### src/rtl/uart_pkg.sv
// Shared types and helpers for the UART transmit arbiter.
package uart_pkg;

    localparam int DEF_DW  = 8;
    localparam int DEF_TOW = 24;

    typedef enum logic [1:0] {
        IDLE      = 2'd0,
        SEND      = 2'd1,
        WAIT_DONE = 2'd2
    } state_t;

    function automatic int clog2(input int n);
        int r;
        r = 0;
        for (int i = 0; i < 31; i++) begin
            if ((1 << i) < n) r = i + 1;
        end
        return r;
    endfunction

endpackage

### src/rtl/uart_tx_arbiter_if.sv
// Requester and transmitter handshake bundle for the UART arbiter.
interface uart_tx_arbiter_if
    import uart_pkg::*;
#(
    parameter int NREQ = 4,
    parameter int DW   = DEF_DW
);
    logic [NREQ-1:0]    req_valid;
    logic [NREQ*DW-1:0] req_data;
    logic [NREQ-1:0]    req_lock;
    logic [NREQ-1:0]    req_ready;
    logic [DW-1:0]      tdr;
    logic               tdrwr;
    logic               tdre;

    modport master (
        output req_valid, req_data, req_lock, tdre,
        input  req_ready, tdr, tdrwr
    );

    modport slave (
        input  req_valid, req_data, req_lock, tdre,
        output req_ready, tdr, tdrwr
    );

endinterface

### src/rtl/uart_tx_arbiter_rr_pick.sv
// Round-robin winner selection with an optional sticky lock holder.
module rr_pick #(
    parameter int NREQ = 4,
    parameter int IW   = 2
) (
    input  logic [NREQ-1:0] req,
    input  logic [IW-1:0]   ptr,
    input  logic            lock_hold,
    input  logic [IW-1:0]   lock_id,
    output logic [IW-1:0]   winner,
    output logic            any_valid
);

    int          idx;
    logic [IW-1:0] cand;
    logic        found;

    always_comb begin
        winner    = ptr;
        any_valid = |req;
        found     = 1'b0;
        idx       = 0;
        cand      = '0;
        if (lock_hold && req[lock_id]) begin
            winner = lock_id;
            found  = 1'b1;
        end
        // explicit wrap so non-power-of-two NREQ never indexes past NREQ-1
        for (int k = 0; k < NREQ; k++) begin
            idx = int'(ptr) + k;
            if (idx >= NREQ) idx = idx - NREQ;
            cand = IW'(idx);
            if (!found && req[cand]) begin
                winner = cand;
                found  = 1'b1;
            end
        end
    end

endmodule

### src/rtl/uart_tx_arbiter.sv
// Shares one UART transmitter between NREQ byte requesters.
module uart_tx_arbiter
    import uart_pkg::*;
#(
    parameter int NREQ = 4,
    parameter int DW   = DEF_DW,
    parameter int TOW  = DEF_TOW
) (
    input  logic                     clk,
    input  logic                     rst,
    uart_tx_arbiter_if.slave         bus,
    input  logic [TOW-1:0]           timeout_cycles,
    input  logic                     err_clr,
    output logic                     timeout_err,
    output logic [clog2(NREQ)-1:0]   grant_id,
    output logic                     busy
);

    localparam int IW = clog2(NREQ);

    state_t          state, state_n;
    logic [IW-1:0]   ptr, ptr_n;
    logic            lock_hold, lock_n;
    logic [TOW-1:0]  wd, wd_n;
    logic            wd_en, wd_en_n;
    logic [DW-1:0]   tdr_q, tdr_n;
    logic            tdrwr_q, tdrwr_n;
    logic [NREQ-1:0] ready_q, ready_n;
    logic [IW-1:0]   grant_n;
    logic            err_n, busy_n, expire;
    logic [IW-1:0]   win;
    logic            any_valid;

    rr_pick #(.NREQ(NREQ), .IW(IW)) u_pick (
        .req       (bus.req_valid),
        .ptr       (ptr),
        .lock_hold (lock_hold),
        .lock_id   (grant_id),
        .winner    (win),
        .any_valid (any_valid)
    );

    always_comb begin
        state_n = state;
        ptr_n   = ptr;
        lock_n  = lock_hold;
        wd_n    = wd;
        wd_en_n = wd_en;
        tdr_n   = tdr_q;
        tdrwr_n = 1'b0;
        ready_n = '0;
        grant_n = grant_id;
        expire  = 1'b0;
        unique case (state)
            IDLE: begin
                if (any_valid) begin
                    tdr_n        = bus.req_data[int'(win)*DW +: DW];
                    tdrwr_n      = 1'b1;
                    ready_n[win] = 1'b1;
                    grant_n      = win;
                    lock_n       = bus.req_lock[win];
                    ptr_n        = (win == IW'(NREQ-1)) ? '0 : win + 1'b1;
                    state_n      = SEND;
                end
            end
            SEND: begin
                wd_n    = timeout_cycles;
                wd_en_n = |timeout_cycles;
                state_n = WAIT_DONE;
            end
            WAIT_DONE: begin
                if (bus.tdre) begin
                    state_n = IDLE;
                end else if (wd_en) begin
                    // wd counts the WAIT_DONE cycles still tolerated
                    if (wd <= TOW'(1)) begin
                        expire  = 1'b1;
                        lock_n  = 1'b0;
                        state_n = IDLE;
                    end else begin
                        wd_n = wd - 1'b1;
                    end
                end
            end
            default: state_n = IDLE;
        endcase
        err_n  = expire | (timeout_err & ~err_clr);
        busy_n = (state_n != IDLE);
    end

    always_ff @(posedge clk) begin
        if (rst) begin
            state       <= IDLE;
            ptr         <= '0;
            lock_hold   <= 1'b0;
            wd          <= '0;
            wd_en       <= 1'b0;
            tdr_q       <= '0;
            tdrwr_q     <= 1'b0;
            ready_q     <= '0;
            grant_id    <= '0;
            timeout_err <= 1'b0;
            busy        <= 1'b0;
        end else begin
            state       <= state_n;
            ptr         <= ptr_n;
            lock_hold   <= lock_n;
            wd          <= wd_n;
            wd_en       <= wd_en_n;
            tdr_q       <= tdr_n;
            tdrwr_q     <= tdrwr_n;
            ready_q     <= ready_n;
            grant_id    <= grant_n;
            timeout_err <= err_n;
            busy        <= busy_n;
        end
    end

    assign bus.tdr       = tdr_q;
    assign bus.tdrwr     = tdrwr_q;
    assign bus.req_ready = ready_q;

endmodule
### src/flat_wrapper.sv
// flat-port wrapper written by rule: the top's interface ports become plain ports
module uart_tx_arbiter_flat import uart_pkg::*;
#(
    parameter int NREQ = 4,
    parameter int DW   = DEF_DW,
    parameter int TOW  = DEF_TOW
)
  (clk, rst, timeout_cycles, err_clr, timeout_err, grant_id, busy, bus_req_valid, bus_req_data, bus_req_lock, bus_tdre, bus_req_ready, bus_tdr, bus_tdrwr);
  uart_tx_arbiter_if #(.NREQ(NREQ), .DW(DW)) bus_i ();
  input  logic clk;
  input  logic rst;
  input  logic [TOW-1:0] timeout_cycles;
  input  logic err_clr;
  output logic timeout_err;
  output logic [clog2(NREQ)-1:0] grant_id;
  output logic busy;
  input wire logic [$bits(bus_i.req_valid)-1:0] bus_req_valid;
  input wire logic [$bits(bus_i.req_data)-1:0] bus_req_data;
  input wire logic [$bits(bus_i.req_lock)-1:0] bus_req_lock;
  input wire logic [$bits(bus_i.tdre)-1:0] bus_tdre;
  output wire logic [$bits(bus_i.req_ready)-1:0] bus_req_ready;
  output wire logic [$bits(bus_i.tdr)-1:0] bus_tdr;
  output wire logic [$bits(bus_i.tdrwr)-1:0] bus_tdrwr;
  assign bus_i.req_valid = bus_req_valid;
  assign bus_i.req_data = bus_req_data;
  assign bus_i.req_lock = bus_req_lock;
  assign bus_i.tdre = bus_tdre;
  assign bus_req_ready = bus_i.req_ready;
  assign bus_tdr = bus_i.tdr;
  assign bus_tdrwr = bus_i.tdrwr;
  uart_tx_arbiter #(.NREQ(NREQ), .DW(DW), .TOW(TOW)) u_core (.clk(clk), .rst(rst), .bus(bus_i), .timeout_cycles(timeout_cycles), .err_clr(err_clr), .timeout_err(timeout_err), .grant_id(grant_id), .busy(busy));
endmodule
### config.mk
export PLATFORM = sky130hd
export DESIGN_NAME = uart_tx_arbiter_flat
export DESIGN_NICKNAME = d
export VERILOG_FILES = /design/src/rtl/uart_pkg.sv /design/src/rtl/uart_tx_arbiter_if.sv /design/src/rtl/uart_tx_arbiter_rr_pick.sv /design/src/rtl/uart_tx_arbiter.sv /design/src/flat_wrapper.sv
export SDC_FILE = /design/constraint.sdc
export NUM_CORES = 1
export LEC_CHECK = 0
export CORE_ASPECT_RATIO = 0.7
export CORE_MARGIN = 4
export CORE_UTILIZATION = 35
export CTS_CLUSTER_DIAMETER = 80
export DETAILED_ROUTE_END_ITERATION = 8
export PLACE_DENSITY = 0.68
export SYNTH_ARGS = -nofsm -noshare
export SYNTH_HDL_FRONTEND = slang
export SYNTH_SLANG_ARGS = --single-unit
### constraint.sdc
create_clock -name clk -period 2.6 [get_ports clk]
set_input_delay 0.26 -clock clk [delete_from_list [all_inputs] [get_ports clk]]
set_output_delay 0.26 -clock clk [all_outputs]
set_load 0.01 [all_outputs]
==> results.ini <==
[synth]
syn_avg_cell_area_sq_um=7.83
ys_seq_area_share_pct=28.5
synth.distinct_cells=64
synth_area_sq_um=3300
synth_edf_count=0
ys_seq_elements=47
synthFlopType=dfxtp_1
synthArstFlopShare_pct=0
yosys_warnings=0
netlist_instances=421
synth_nets=495

[setup_path]
critical_path.max_fanout=5
path_class=primary input to flop
startpoint_type=primary input
worstSetupEndpointType=flop
worstPathRequired_ns=2.78
cp.arrival_ns=2.73

[pwr]
sw_frac_of_total_pct=36.4
clkPwrFrac_pct=21.2
p_int_uw=2210
pwr-share-comb_pct=51.4
power_frac_seq_pct=27.5
ir_drop_uv=351
p_leak_uw=0.00179
p_switching_uw=1260
cellPowerDensity_nw_per_um2=766

[global_route]
grt_max_degree=33
grt_antenna_before_repair=0
grt.total_usage_pct=18.3
grt_pass1_vias=3309
overflow=0
grt_pass1_wl_um=16400

[finish]
antenna_cells=0
final_nets=587
area_growth_pct=37.5
final_util_pct=49.8
stdcell_area_sq_um=4530
fill_cells=885
drive_gt1_share_pct=13.8

[cts]
clock_latency_ns=0.29
clk_pin_slew_ns=0.07
cts_made_buffers=5
tritoncts=done
hold_buffers=0
cts_sinks=47
cts-htree-levels=2
cts_buffer_depth=2
root_buffer=clkbuf_16

[sta]
tightestPinTransition_ns=0.558
setup_viol=0
drv_slew=0
fmax_ghz=0.393
hold_violations=0
rsz0062_at_grt=false
fin_ws_ns=0.0568
clock_skew_ns=0.0126
slew_headroom_pct=62.5
fin_crit_sh_pct=97.8
fin_crit_ns=2.54

[die]
coreArea_sq_um=9110
die_h_um=89.2
die_area_sq_um=11100
initial_core_util_pct=36.2
die_w_um=124
ios=85
num_rows=29

[routing]
num_vias=3581
vias_per_cell=5.61
drt_iter0_markers=422
dr.pass1.iters=5
ant_nets=0
route.detailed.drc=0
wl_per_cell_um=15.9
wl_um=10100

[placed_design]
dpl_cell_area_sq_um=4340
hpwl_um=7640
place_ws_ns=-0.290
finalWeightedCongestion=0.969
portBuffers=84

[outcome]
status=finished, final reports clean

[run]
cap_violations=0

[hold_path]
hold_path_class=flop to flop

-- power by group through the flow --
stage	registers [uW]	clock network (uW)	logic, uW
after CTS	949	750	1760
after global placement	961	0	1680
after detailed placement	964	0	1740
final	954	736	1780
after global routing	968	782	1950
after floorplan	968	0	1080
-- repair_timing --
action	4_1_cts	5_1_grt
pin swaps	1	3
resized for setup	1	6
setup buffers	0	1
setup endpoints to repair	1	10
-- per-stage QoR --
stage                     instances  setup TNS (ns)  hold WS, ns  total power, uW
after global routing            638               0        0.495             3700
after detailed placement        629           -2.68        0.458             2700
after global placement          629           -1.44        0.449             2640
after floorplan                 421               0        0.422             2040
final                           638               0        0.467             3470
after CTS                       637               0        0.466             3460
-- state kept, by name, indices dropped and copies added, names as in the netlist --
name / cells
u_core.ptr: 2
u_core.bus.req_ready: 4
u_core.wd: 24
u_core.state: 2
u_core.wd_en: 1
u_core.busy: 1
u_core.timeout_err: 1
u_core.lock_hold: 1
u_core.bus.tdr: 8
u_core.grant_id: 2
u_core.bus.tdrwr: 1
-- kinds of logic (layout without fill, tap and decap cells) --
| family | after synthesis | in the layout | synth area share (%) |
|---|---|---|---|
| AND/OR/NAND/NOR | 177 | 177 | 27.9 |
| adder cells (fa/ha/maj) | 6 | 6 | 2.28 |
| multiplexers | 29 | 29 | 9.91 |
| flip-flops | 47 | 47 | 28.5 |
| AO/OA/AOI/OAI | 120 | 120 | 23.8 |
| buffers and inverters | 42 | 135 | 7.55 |
-- routing by layer --
metal / GRT usage [%] / routed length [um] / vias up
met5: 0 / 0 / -
met4: 4.47 / 141 / 0
met3: 3.61 / 728 / 10
met2: 27.8 / 4590 / 141
met1: 26.6 / 4690 / 1693
li1: - / - / 1737
-- layout make-up --
| cell class | count | area [sq um] | share of cell area [%] |
|---|---|---|---|
| well taps | 124 | 155 | 3.42 |
| repair buffers | 117 | 1100 | 24.4 |
| multi-input cells | 332 | 2120 | 46.8 |
| inverters | 10 | 37.5 | 0.828 |
| flip-flops and latches | 47 | 942 | 20.8 |
| clock inverters | 3 | 46.3 | 1.02 |
| clock buffers | 5 | 125 | 2.76 |
-- cell usage after synthesis (6+ instances only) --
library cell,instances,area share (%)
inv_1,10,1.1
a22oi_1,8,1.8
mux2i_1,18,5.5
a211oi_1,7,1.6
nand3_1,12,1.8
dfxtp_1,47,29
ha_1,6,2.3
nor3_1,16,2.4
nor4_1,13,2.5
a21oi_1,32,4.9
mux2_2,9,3.1
nor2_1,50,5.7
buf_2,7,1.1
o21ai_0,41,6.2
nand2_1,36,4.1
clkbuf_1,15,1.7
-- critical path, stage by stage --
cell and delay, ns:
clkdlybuf4s50_1 0.44, mux2_2 0.29, a22o_1 0.25, buf_4 0.15, nor3_2 0.21, a221o_1 0.22, o41ai_4 0.13, or4_1 0.57
a32o_1 0.22
-- path summary, 6_finish.rpt --
check                                                     start                              to  slack (ns)  cells past startpoint
worst max register to register  u_core.grant_id[1]$_SDFFE_PP0P_  u_core.bus.tdr[6]$_SDFFE_PP0P_        0.07                      8
worst min-delay path                 u_core.wd[23]$_SDFFE_PP0P_      u_core.wd[23]$_SDFFE_PP0P_        0.47                      2
worst min register to register       u_core.wd[23]$_SDFFE_PP0P_      u_core.wd[23]$_SDFFE_PP0P_        0.47                      2
worst max-delay path                           bus_req_valid[3]  u_core.bus.tdr[6]$_SDFFE_PP0P_        0.06                      9
-- cells in the final DEF, fill, tap and decap left out, types with 2 or more instances in the layout --
cell / instances
a31oi_1: 3
a22oi_1: 8
dfxtp_1: 46
a211o_1: 2
ha_1: 6
buf_4: 31
and3_1: 5
a32oi_1: 2
nor2b_1: 5
nand4_1: 3
nand3_1: 12
and3_2: 2
mux4_2: 2
clkdlybuf4s50_1: 84
nor4_1: 13
o21ai_0: 39
a22o_1: 2
a22oi_2: 3
mux2i_1: 18
o21ai_1: 2
o41ai_1: 2
o31ai_1: 4
nand2_1: 36
a21oi_2: 2
nand3b_1: 4
a211oi_1: 7
clkbuf_16: 5
nor3b_1: 5
nand2b_1: 5
o22ai_1: 2
and2_1: 3
nor3_1: 15
mux2_2: 9
a21oi_1: 30
nor2_1: 50
or2_4: 2
inv_1: 10
or4_1: 5
No activity file was read; power rests on OpenSTA's default activity.
